`config.mk`:
```
export PLATFORM = sky130hd
export DESIGN_NAME = ysyx_23060221_ifu_flat
export DESIGN_NICKNAME = d
export VERILOG_FILES = /design/src/rtl/ysyx_23060221_ifu_if.sv /design/src/rtl/ysyx_23060221_ifu.sv /design/src/flat_wrapper.sv
export SDC_FILE = /design/constraint.sdc
export NUM_CORES = 1
export LEC_CHECK = 0
export ABC_AREA = 1
export ABC_CLOCK_PERIOD_IN_PS = 1700
export CAP_MARGIN = 30
export CORE_UTILIZATION = 44
export DETAILED_ROUTE_END_ITERATION = 10
export PLACE_DENSITY = 0.77
export SYNTH_ARGS = -nofsm -noshare
export SYNTH_HDL_FRONTEND = slang
export SYNTH_SLANG_ARGS = --single-unit
```
`constraint.sdc`:
```
create_clock -name clk -period 1.7 [get_ports clk]
set_clock_uncertainty 0.2 [all_clocks]
set_input_delay 0.34 -clock clk [delete_from_list [all_inputs] [get_ports clk]]
set_output_delay 0.34 -clock clk [all_outputs]
set_load 0.005 [all_outputs]
```
`src/rtl/ysyx_23060221_ifu_if.sv`:
```
// Fetch-side bus bundle for the IFU: memory read-address/read-data channels,
// the decode handshake, the next-PC report and the fault/status outputs.
interface ysyx_23060221_ifu_if;
  // Memory read-address channel
  logic        ar_valid;
  logic        ar_ready;
  logic [31:0] ar_addr;
  // Memory read-data channel
  logic        r_valid;
  logic        r_ready;
  logic [31:0] r_data;
  logic        r_err;
  // Decode handshake
  logic [31:0] inst;
  logic [31:0] pc_out;
  logic        IFU_valid;
  logic        IDU_ready;
  // Next-PC report from execute/writeback
  logic        npc_valid;
  logic [31:0] npc;
  // Status
  logic        fault;
  logic [1:0]  fault_cause;
  logic [31:0] fetch_cnt;

  modport master (
    output ar_valid, ar_addr, r_ready, inst, pc_out, IFU_valid,
           fault, fault_cause, fetch_cnt,
    input  ar_ready, r_valid, r_data, r_err, IDU_ready, npc_valid, npc
  );

  modport slave (
    input  ar_valid, ar_addr, r_ready, inst, pc_out, IFU_valid,
           fault, fault_cause, fetch_cnt,
    output ar_ready, r_valid, r_data, r_err, IDU_ready, npc_valid, npc
  );
endinterface

```
`src/rtl/ysyx_23060221_ifu.sv`:
```
// Instruction fetch unit for the multi-cycle NPC core. Holds the PC, issues
// one instruction fetch per turn, hands the word to decode and then waits for
// the next-PC report. Bus errors and misaligned next PCs park it in FAULT.
module ysyx_23060221_ifu #(
  parameter logic [31:0] RESET_PC = 32'h8000_0000
) (
  input  logic                     clk,
  input  logic                     rst,
  ysyx_23060221_ifu_if.master      bus
);

  typedef enum logic [2:0] {
    S_FETCH = 3'd0,
    S_WAIT  = 3'd1,
    S_OUT   = 3'd2,
    S_NEXT  = 3'd3,
    S_FAULT = 3'd4
  } state_t;

  localparam logic [1:0] CAUSE_NONE   = 2'b00;
  localparam logic [1:0] CAUSE_ACCESS = 2'b01;
  localparam logic [1:0] CAUSE_MISAL  = 2'b10;

  state_t      state_q, state_d;
  logic [31:0] pc_q, pc_d;
  logic [31:0] inst_q, inst_d;
  logic [31:0] pc_out_q, pc_out_d;
  logic [31:0] fetch_cnt_q, fetch_cnt_d;
  logic [1:0]  cause_q, cause_d;
  logic        npc_pend_q, npc_pend_d;
  logic [31:0] npc_buf_q, npc_buf_d;

  // Instructions are word aligned; any low address bit set is a fault.
  function automatic logic is_misaligned(input logic [31:0] addr);
    return addr[1:0] != 2'b00;
  endfunction

  // State and datapath registers; reset returns everything to the boot values.
  always_ff @(posedge clk or negedge rst) begin
    if (!rst) begin
      state_q     <= S_FETCH;
      pc_q        <= RESET_PC;
      inst_q      <= 32'd0;
      pc_out_q    <= 32'd0;
      fetch_cnt_q <= 32'd0;
      cause_q     <= CAUSE_NONE;
      npc_pend_q  <= 1'b0;
      npc_buf_q   <= 32'd0;
    end else begin
      state_q     <= state_d;
      pc_q        <= pc_d;
      inst_q      <= inst_d;
      pc_out_q    <= pc_out_d;
      fetch_cnt_q <= fetch_cnt_d;
      cause_q     <= cause_d;
      npc_pend_q  <= npc_pend_d;
      npc_buf_q   <= npc_buf_d;
    end
  end

  // Next-state logic; a buffered next PC wins over one arriving the same cycle.
  always_comb begin
    logic [31:0] next_pc;
    logic        apply;
    state_d     = state_q;
    pc_d        = pc_q;
    inst_d      = inst_q;
    pc_out_d    = pc_out_q;
    fetch_cnt_d = fetch_cnt_q;
    cause_d     = cause_q;
    npc_pend_d  = npc_pend_q;
    npc_buf_d   = npc_buf_q;
    next_pc     = bus.npc;
    apply       = 1'b0;

    case (state_q)
      S_FETCH: begin
        if (bus.ar_ready) state_d = S_WAIT;
      end
      S_WAIT: begin
        if (bus.r_valid) begin
          if (bus.r_err) begin
            cause_d = CAUSE_ACCESS;
            state_d = S_FAULT;
          end else begin
            inst_d   = bus.r_data;
            pc_out_d = pc_q;
            state_d  = S_OUT;
          end
        end
      end
      S_OUT: begin
        if (bus.IDU_ready) begin
          fetch_cnt_d = fetch_cnt_q + 32'd1;
          if (npc_pend_q) begin
            next_pc = npc_buf_q;
            apply   = 1'b1;
          end else if (bus.npc_valid) begin
            apply   = 1'b1;
          end else begin
            state_d = S_NEXT;
          end
        end else if (bus.npc_valid && !npc_pend_q) begin
          // Early report: hold it until decode takes the instruction.
          npc_pend_d = 1'b1;
          npc_buf_d  = bus.npc;
        end
      end
      S_NEXT: begin
        if (bus.npc_valid) apply = 1'b1;
      end
      S_FAULT: begin
        state_d = S_FAULT;
      end
      default: begin
        state_d = S_FAULT;
      end
    endcase

    if (apply) begin
      if (is_misaligned(next_pc)) begin
        cause_d = CAUSE_MISAL;
        state_d = S_FAULT;
      end else begin
        pc_d       = next_pc;
        npc_pend_d = 1'b0;
        state_d    = S_FETCH;
      end
    end
  end

  // Outputs are pure functions of registered state.
  assign bus.ar_valid    = (state_q == S_FETCH);
  assign bus.ar_addr     = pc_q;
  assign bus.r_ready     = (state_q == S_WAIT);
  assign bus.IFU_valid   = (state_q == S_OUT);
  assign bus.inst        = inst_q;
  assign bus.pc_out      = pc_out_q;
  assign bus.fault       = (state_q == S_FAULT);
  assign bus.fault_cause = cause_q;
  assign bus.fetch_cnt   = fetch_cnt_q;

endmodule
```
`src/flat_wrapper.sv`:
```
// flat-port wrapper written by rule: the top's interface ports become plain ports
module ysyx_23060221_ifu_flat 
#(
  parameter logic [31:0] RESET_PC = 32'h8000_0000
)
  (clk, rst, bus_ar_valid, bus_ar_addr, bus_r_ready, bus_inst, bus_pc_out, bus_IFU_valid, bus_fault, bus_fault_cause, bus_fetch_cnt, bus_ar_ready, bus_r_valid, bus_r_data, bus_r_err, bus_IDU_ready, bus_npc_valid, bus_npc);
  ysyx_23060221_ifu_if bus_i ();
  input  logic clk;
  input  logic rst;
  output wire logic [$bits(bus_i.ar_valid)-1:0] bus_ar_valid;
  output wire logic [$bits(bus_i.ar_addr)-1:0] bus_ar_addr;
  output wire logic [$bits(bus_i.r_ready)-1:0] bus_r_ready;
  output wire logic [$bits(bus_i.inst)-1:0] bus_inst;
  output wire logic [$bits(bus_i.pc_out)-1:0] bus_pc_out;
  output wire logic [$bits(bus_i.IFU_valid)-1:0] bus_IFU_valid;
  output wire logic [$bits(bus_i.fault)-1:0] bus_fault;
  output wire logic [$bits(bus_i.fault_cause)-1:0] bus_fault_cause;
  output wire logic [$bits(bus_i.fetch_cnt)-1:0] bus_fetch_cnt;
  input wire logic [$bits(bus_i.ar_ready)-1:0] bus_ar_ready;
  input wire logic [$bits(bus_i.r_valid)-1:0] bus_r_valid;
  input wire logic [$bits(bus_i.r_data)-1:0] bus_r_data;
  input wire logic [$bits(bus_i.r_err)-1:0] bus_r_err;
  input wire logic [$bits(bus_i.IDU_ready)-1:0] bus_IDU_ready;
  input wire logic [$bits(bus_i.npc_valid)-1:0] bus_npc_valid;
  input wire logic [$bits(bus_i.npc)-1:0] bus_npc;
  assign bus_ar_valid = bus_i.ar_valid;
  assign bus_ar_addr = bus_i.ar_addr;
  assign bus_r_ready = bus_i.r_ready;
  assign bus_inst = bus_i.inst;
  assign bus_pc_out = bus_i.pc_out;
  assign bus_IFU_valid = bus_i.IFU_valid;
  assign bus_fault = bus_i.fault;
  assign bus_fault_cause = bus_i.fault_cause;
  assign bus_fetch_cnt = bus_i.fetch_cnt;
  assign bus_i.ar_ready = bus_ar_ready;
  assign bus_i.r_valid = bus_r_valid;
  assign bus_i.r_data = bus_r_data;
  assign bus_i.r_err = bus_r_err;
  assign bus_i.IDU_ready = bus_IDU_ready;
  assign bus_i.npc_valid = bus_npc_valid;
  assign bus_i.npc = bus_npc;
  ysyx_23060221_ifu #(.RESET_PC(RESET_PC)) u_core (.clk(clk), .rst(rst), .bus(bus_i));
endmodule
```
* After elaboration in Yosys (flattened, before gate mapping)
Cells that the tools add are included.
Cells by class: $add $sub $neg 1, equality and inequality tests 10, muxes and demuxes 26, bitwise gates (word level) 3, reductions and logical operators 9
Operators by type and width (number):
- 32-bit two-way mux | 3
- 32-bit by 1-bit adder with 32-bit output, second input constant | 1
- 3-bit two-way mux | 8
- 3-bit case mux with 4 select lines | 1
- 2-bit two-way mux | 5
- 3-bit by 1-bit inequality test with 1-bit output, second input constant | 3
- 1-bit two-way mux | 8
- 3-bit by 2-bit == test with 1-bit output, second input constant | 2
- 3-bit AND reduction | 2
- 6-bit AND reduction | 1
- 2-bit AND reduction | 2
- 3-bit by 1-bit == test with 1-bit output, second input constant | 1
- 3-bit == test, second input constant | 1
- 3-bit zero test | 1
- 3-bit by 2-bit inequality test with 1-bit output, second input constant | 1
- 3-bit inequality test, second input constant | 1
- 1-bit inverter | 3
- 2-bit by 1-bit inequality test with 1-bit output, second input constant | 1
- 1-bit case mux with 2 select lines | 1
- 2-bit nonzero test | 1
- 1-bit logical AND | 1
- 1-bit zero test | 1
Word-level totals: register bits after elaboration 166, bits of input ports 71, output and inout bits 134, logic and storage cells 57

* Depth between registers and ports, before layout
Gate-level depths: netlist (run 1).
depth in word-level cells 7, depth in mapped cells 10, mapped depth without buffers 10

* Least setup slack after synthesis (run 1)
Ideal clock, no wire load.
path kind flip-flop to flip-flop, start register u_core.state_q[2], end register u_core.pc_out_q[10] (netlist: u_core.bus.pc_out[10]), library setup time 0.125 ns, data arrival time 1.396 ns, required time 1.375 ns, slack -0.021 ns, cell stages (with the launch flop) 6, buffers on the path 2, period minus slack after synthesis 1.721 ns, cells stage by stage dfrtp_1 -> nor3_4 -> nand2_2 -> buf_6 -> buf_6 -> mux2_4
Between the ends: word-level cells in the longest chain between the ends 2
Ends and longest elaborated chain:
- from (decl) | RTL line ysyx_23060221_ifu.sv:24 | state_t state_q, state_d;
- from (signal assigned) | RTL line ysyx_23060221_ifu.sv:50 | state_q <= state_d;
- 3-bit by 1-bit == test with 1-bit output
- named net bus_r_ready | RTL line flat_wrapper.sv:12 | output wire logic [$bits(bus_i.r_ready)-1:0] bus_r_ready;
- 3-bit AND reduction (no source line)
- to (signal assigned) | RTL line ysyx_23060221_ifu.sv:53 | pc_out_q <= pc_out_d;
- to (decl) | RTL line ysyx_23060221_ifu.sv:27 | logic [31:0] pc_out_q, pc_out_d;
The timed path passes the listed nets, and every way through them passes these cells. A chain may end at the register's enable or synchronous reset.

* Final worst setup path (run 1)
start register u_core.state_q[2], end register u_core.pc_q[2] (netlist: u_core.bus.ar_addr[2])
Between the ends: word-level cells in the longest chain between the ends 5, elaborated cells between the ends (all ways) 7, those cells by class eq/ne (2); mux (2); bitwise (1); reduce/logical (2)
Ends and longest elaborated chain:
- 3-bit by 2-bit == test with 1-bit output | RTL line ysyx_23060221_ifu.sv:76 | case (state_q)
- 32-bit two-way mux | RTL line ysyx_23060221_ifu.sv:76
- 2-bit nonzero test | RTL line ysyx_23060221_ifu.sv:35 | return addr[1:0] != 2'b00;
- 1-bit inverter (no source line)
- 2-bit AND reduction (no source line)
- to (signal assigned) | RTL line ysyx_23060221_ifu.sv:51 | pc_q <= pc_d;
- to (decl) | RTL line ysyx_23060221_ifu.sv:25 | logic [31:0] pc_q, pc_d;
Parallel ways exist; a longest one is shown, timed or not.

==> results of run 1 <==
path summary, 6_finish.rpt:
kind,start,end
max,u_core.state_q[2]$_DFFE_PN0P_,u_core.bus.ar_addr[2]$_DFFE_PN0P_
min,rst,u_core.bus.fetch_cnt[29]$_DFFE_PN0P_
max reg2reg,u_core.state_q[2]$_DFFE_PN0P_,u_core.bus.ar_addr[2]$_DFFE_PN0P_
min reg2reg,u_core.npc_buf_q[18]$_DFFE_PN0P_,u_core.npc_buf_q[18]$_DFFE_PN0P_
max in group asynchronous,rst,u_core.bus.ar_addr[31]$_DFFE_PN1P_
min in group clk,bus_npc[7],u_core.npc_buf_q[7]$_DFFE_PN0P_
area by class of cell:
type                            instances  share of cell area (%)
Sequential cell                       166                    33.2
Multi-Input combinational cell        490                    26.7
Antenna cell                            1                  0.0200
Clock buffer                           21                    3.59
Inverter                               75                    2.31
Timing Repair Buffer                  372                    31.2
Clock inverter                         11                   0.819
Tap cell                              220                    2.20
critical path, delay by kind of cell (launching register included):
kind	cells	cell delay [ns]
AND/OR/NAND/NOR	6	0.70
flip-flops	1	0.42
AO/OA/AOI/OAI	1	0.12
buffers and inverters	4	0.57
cells in the final DEF (no fill, tap or decap), types with 5 or more instances in the layout:
| cell type | count |
|---|---|
| buf_6 | 33 |
| nand2_2 | 26 |
| o21ai_0 | 37 |
| nor2_2 | 5 |
| dlygate4sd2_1 | 120 |
| nand3_1 | 30 |
| o21ai_1 | 17 |
| nor2_4 | 15 |
| mux2_2 | 37 |
| nor3_4 | 5 |
| nand4_1 | 10 |
| dfrtp_1 | 159 |
| clkbuf_16 | 23 |
| nand2_4 | 13 |
| xnor2_1 | 9 |
| buf_4 | 93 |
| xor2_1 | 8 |
| inv_1 | 72 |
| clkdlybuf4s15_1 | 6 |
| mux2_4 | 25 |
| buf_2 | 6 |
| buf_12 | 19 |
| nor2_1 | 22 |
| nand2_1 | 171 |
| dfrtp_2 | 6 |
| clkdlybuf4s50_1 | 69 |
| nand3_2 | 16 |
| buf_16 | 15 |
| o21ai_2 | 15 |
routing by layer:
| layer | track usage (%) | routed length, um | vias to the layer above | part of all wire [%] |
|---|---|---|---|---|
| met3 | 5.40 | 1650 | 82 | 6.4 |
| met5 | 0 | 0 | - | 0 |
| met4 | 13.2 | 1150 | 0 | 4.5 |
| li1 | - | - | 3194 | - |
| met1 | 33.8 | 9980 | 3518 | 39 |
| met2 | 47.5 | 12900 | 331 | 50 |
state kept, by name, summed over array words and instances (netlist names):
| signal | flops |
|---|---|
| u_core.bus.ar_addr | 32 |
| u_core.bus.fault_cause | 2 |
| u_core.bus.fetch_cnt | 32 |
| u_core.bus.inst | 32 |
| u_core.bus.pc_out | 32 |
| u_core.npc_buf_q | 32 |
| u_core.npc_pend_q | 1 |
| u_core.state_q | 3 |
power by group:
part | total [W] | internal, W | switching [W]
clock network | 0.00371 | 0.00206 | 0.00165
logic | 0.000421 | 0.000225 | 0.000196
registers | 0.00395 | 0.00395 | 0
total | 0.00808 | 0.00623 | 0.00185
stage by stage:
step	power (W)	instance area [sq um]
global route	0.00834	12500
finish	0.00808	12500
floorplan	0.00408	7400
global placement	0.00436	10100
CTS	0.00805	12000
detailed placement	0.00437	10100
what timing repair did:
action	in CTS	in global routing
hold endpoints to repair	165	0
gates cloned	18	6
gates resized for setup	275	132
setup buffers	90	10
pin swaps	35	38
setup endpoints to repair	283	175
hold buffers	1	0
logic make-up after synthesis:
| family | after synthesis | share of synthesized area (%) |
|---|---|---|
| mux | 62 | 10.7 |
| compound gates | 81 | 5.67 |
| flops | 166 | 56.2 |
| xor+xnor | 19 | 2.25 |
| fa+ha+maj | 1 | 0.169 |
| simple gates | 326 | 18.9 |
| buf+inv | 105 | 6.16 |
==> results.cfg, run 1 <==
[final_layout]
final_util_pct = 75.8
nFillCells = 1034
drive_gt1_share_pct = 34.0
multiInputGateArea_sq_mm = 0.00334
finalNetCount = 1194
regArea_sq_mm = 0.00416
final_cell_count_no_fill = 1356
synthToLayoutAreaGrowth_pct = 69.4

[clocking]
clock_latency_ns = 0.43
clock_sinks = 166
cts_tree = done
cts_inserted_buffers = 17
cts.clk_slew.worst_paths_ns = 0.07
cts_root_buffer = clkbuf_16
htreeDepth = 4
clk_path_buf_depth = 2

[synthesis]
yosysMostFrequentCell = nand2_1
netlist_area_sq_mm = 0.00740
async_flop_share_pct = 100
synth_fp_nets = 832
yosys_most_used_dff = dfrtp_1
synth_area_leaders = dfrtp_1 (56%), nand2_1 (11%), mux2_2 (5.6%), mux2_4 (5.1%), o21ai_0 (4.7%)
yosys_warnings = 0
synth_area_leader_cell = dfrtp_1
ys_seq_area_share_pct = 56.2
ys_ff_latch = 166
synth_edf_count = 0
synth_top_area_share_pct = 55.8
avgSynthCellArea_sq_um = 9.73
yosys-top-cells-count = nand2_1 (210), dfrtp_1 (165), inv_1 (73), o21ai_0 (69), nand3_1 (47)
synth_cell_type_count = 36
netlist_instances = 760

[timing]
layout_setup_ws_ns = -0.381
worst_slew_pin_slew_ns = 0.415
tns_ns = -32.89
fin_crit_sh_pct = 122
min_period_ns = 2.08
slew_headroom_pct = 72.3
fmax_mhz = 480
hold_viol = 0
rsz0062_at_grt = true
drv_slew = 0
fin_hold_ws_ns = 0.134
finalSetupViolations = 170

[drt]
firstDrtPassIters = 5
dr_total_vias = 7125
ant_nets = 0
drt-initial-drc-count = 474
drc = 0
viasPerCell = 5.25
wl_per_cell_um = 18.9
routed_wirelength_um = 25700

[global_route]
gr-total-overflow = 0
grt_usage_pct = 27.9
grt_pass1_vias = 7126
antenna_found_initial = 1
grt_max_degree = 42
grt_pass1_wl_um = 37300

[floorplanning]
num_io_pins = 205
rows = 47
fp.coreArea_sq_mm = 0.0165
die-width_um = 132
start_util_pct = 44.8
die_height_um = 132
design.die.area_sq_mm = 0.0173

[critical_path]
regToRegSetupSlack_ns = -0.38
slowest_delay_ns = 0.42
cp_data_arrival_time_ns = 2.25
path_cells = buf_6 > nor2_4 > buf_6 > nand3_4 > nor2_4 > buf_12 > buf_12 > nand2_1 > o21ai_0 > nand3_1 > nand2_1
r2r_cells = 11
critPathCaptureType = flip-flop
cp_slowest_cell = dfrtp_2
cp.required_ns = 1.87
critPathKind = reg -> reg
path_max_fanout = 8
start_kind = flip-flop

[run_status]
outcome = finished with violations
violations = setup timing

[placement]
dp_hpwl_um = 12800
numPortBuffers = 204
gp_congestion = 0.854
placedCellCount = 1208
post-place-ws_ns = -0.512

[power_and_ir_drop]
power_density_mw_per_mm2 = 645
p_leak_nw = 6.81
peakVddDrop_mv = 0.730

[job]
drv_cap = 0

[min_path]
hold_class = in -> async
Note: power is estimated with default switching activity, not from simulation.
==> inputs of run 2 (changes only) <==
CELL_PAD_IN_SITES_DETAIL_PLACEMENT = 0   (was unset)
CELL_PAD_IN_SITES_GLOBAL_PLACEMENT = 1   (was unset)
CORE_UTILIZATION = 33   (was 44)
SLEW_MARGIN = 15   (was unset)
==> results.cfg, run 2 (synthesized netlist as in run 1, its figures left out) <==
[placement]
place_area_sq_mm = 0.0102
gp_congestion = 0.823
numPortBuffers = 204
dp_hpwl_um = 13300

[critical_path]
cp.required_ns = 1.81
critPathCaptureType = flip-flop
path_max_fanout = 7
regToRegSetupSlack_ns = -0.20
start_kind = flip-flop
cp_data_arrival_time_ns = 2.01
critPathKind = reg -> reg

[global_route]
gr-total-overflow = 0
grt_max_degree = 61
antenna_found_initial = 1
grt_pass1_vias = 6370
grt_usage_pct = 19.2
grt_pass1_wl_um = 33700

[drt]
drt-initial-drc-count = 236
firstDrtPassIters = 6
routed_wirelength_um = 24400
dr_total_vias = 6729
viasPerCell = 4.73
ant_nets = 0
drc = 0
wl_per_cell_um = 17.1

[power_and_ir_drop]
p_total_w = 0.00854
peakVddDrop_mv = 0.620
power_density_mw_per_mm2 = 653
p_leak_nw = 7.00

[floorplanning]
num_io_pins = 205
die_height_um = 152
die-width_um = 152
rows = 54
design.die.area_sq_mm = 0.0230
fp.coreArea_sq_mm = 0.0219
start_util_pct = 33.8

[min_path]
hold_class = in -> async

[timing]
tns_ns = -15.86
fmax_mhz = 526
min_period_ns = 1.90
worst_slew_pin_slew_ns = 0.420
slew_headroom_pct = 71.7
layout_setup_ws_ns = -0.202
drv_slew = 0
fin_crit_sh_pct = 112
hold_viol = 0
rsz0062_at_grt = true
finalSetupViolations = 142

[final_layout]
finalInstanceArea_sq_mm = 0.0131
n_antenna_cell = 0
final_common_cell = dfrtp_1
nFillCells = 1845
synthToLayoutAreaGrowth_pct = 76.9
final_cell_mix = dfrtp_1 (154), nand2_1 (135), dlygate4sd2_1 (117), buf_4 (102), inv_1 (71)
finalNetCount = 1203
drive_gt1_share_pct = 39.9

[clocking]
cts_root_buffer = clkbuf_16
clock_latency_ns = 0.43
clock_sinks = 166
htreeDepth = 4
cts_tree = done
clk_path_buf_depth = 2
cts.clk_slew.worst_paths_ns = 0.07
cts_inserted_buffers = 17

[run_status]
violations = setup timing
outcome = finished with violations

[job]
drv_cap = 0
run 2: cell types whose count changed in the layout (fill, tap and decap cells not counted), moves of 6 or more:
cell and delta:
nand2_1 -36, nand2_4 +22, nand2_2 +14, buf_4 +9, nand3_1 -8, clkbuf_16 +7
nand3_2 +6
run 2: worst paths after layout:
| kind | start | end | cells after the start |
|---|---|---|---|
| setup / recovery | u_core.state_q[2]$_DFFE_PN0P_ | u_core.bus.pc_out[29]$_DFFE_PN0P_ | 6 |
| hold / removal | rst | u_core.bus.inst[23]$_DFFE_PN0P_ | 2 |
| setup reg to reg | u_core.state_q[2]$_DFFE_PN0P_ | u_core.bus.pc_out[29]$_DFFE_PN0P_ | 6 |
| hold reg to reg | u_core.bus.pc_out[1]$_DFFE_PN0P_ | u_core.bus.pc_out[1]$_DFFE_PN0P_ | 2 |
| max in group asynchronous | rst | u_core.bus.ar_addr[31]$_DFFE_PN1P_ | 3 |
| min in group clk | bus_npc[11] | u_core.npc_buf_q[11]$_DFFE_PN0P_ | 3 |
run 2: worst max-delay path, stage by stage, from the launching register on:
cell and delay, ns:
dfrtp_2 0.44, buf_12 0.15, nor3_4 0.18, buf_6 0.17, nand2_8 0.13, clkbuf_16 0.22
mux2_4 0.30
run 2: final cells by class:
cell class / count / area (sq um) / area share (%)
Clock buffer: 24 / 492 / 3.76
Sequential cell: 166 / 4170 / 31.9
Clock inverter: 7 / 141 / 1.08
Tap cell: 280 / 350 / 2.68
Inverter: 75 / 297 / 2.27
Timing Repair Buffer: 381 / 3990 / 30.5
Multi-Input combinational cell: 490 / 3650 / 27.9
run 2: per-layer routing:
metal / GRT usage [%] / up-vias / part of all wire [%]
met1: 23.7 / 3294 / 41
met3: 4.76 / 54 / 5.5
li1: - / 3196 / -
met5: 0 / - / 0.045
met4: 6.39 / 2 / 2.7
met2: 32.8 / 183 / 51
run 2: through the flow:
stage                     hold slack, ns  utilization, %  setup WS [ns]  std cells
after global routing               0.145            59.8         -0.263       1423
after floorplan                   -0.156               -        0.00488        760
after detailed placement          0.0172            46.7         -0.451       1277
final                              0.134            59.8         -0.202       1423
after CTS                          0.129            54.4         -0.196       1394
after global placement            0.0202            46.7         -0.430       1277
run 2: power breakdown:
part	total, W	internal [W]	leakage (nW)	switching, W
logic	0.000384	0.000201	4.42	0.000183
registers	0.00395	0.00395	2.26	0
clock network	0.00421	0.00262	0.307	0.00159
run 2: what timing repair did:
action                                 in CTS  in global routing
setup endpoints to repair                 288                170
hold buffers                                1                  0
pin swaps                                  29                 64
cloned                                      8                 20
endpoints found under the hold margin     165                  0
resized for setup                         260                233
buffers inserted                           81                 14
==> inputs of run 3 (changes only) <==
CAP_MARGIN = 10   (was 30)
==> results of run 3 <==
Final layout, timing and power as in run 2 (identical DEF).
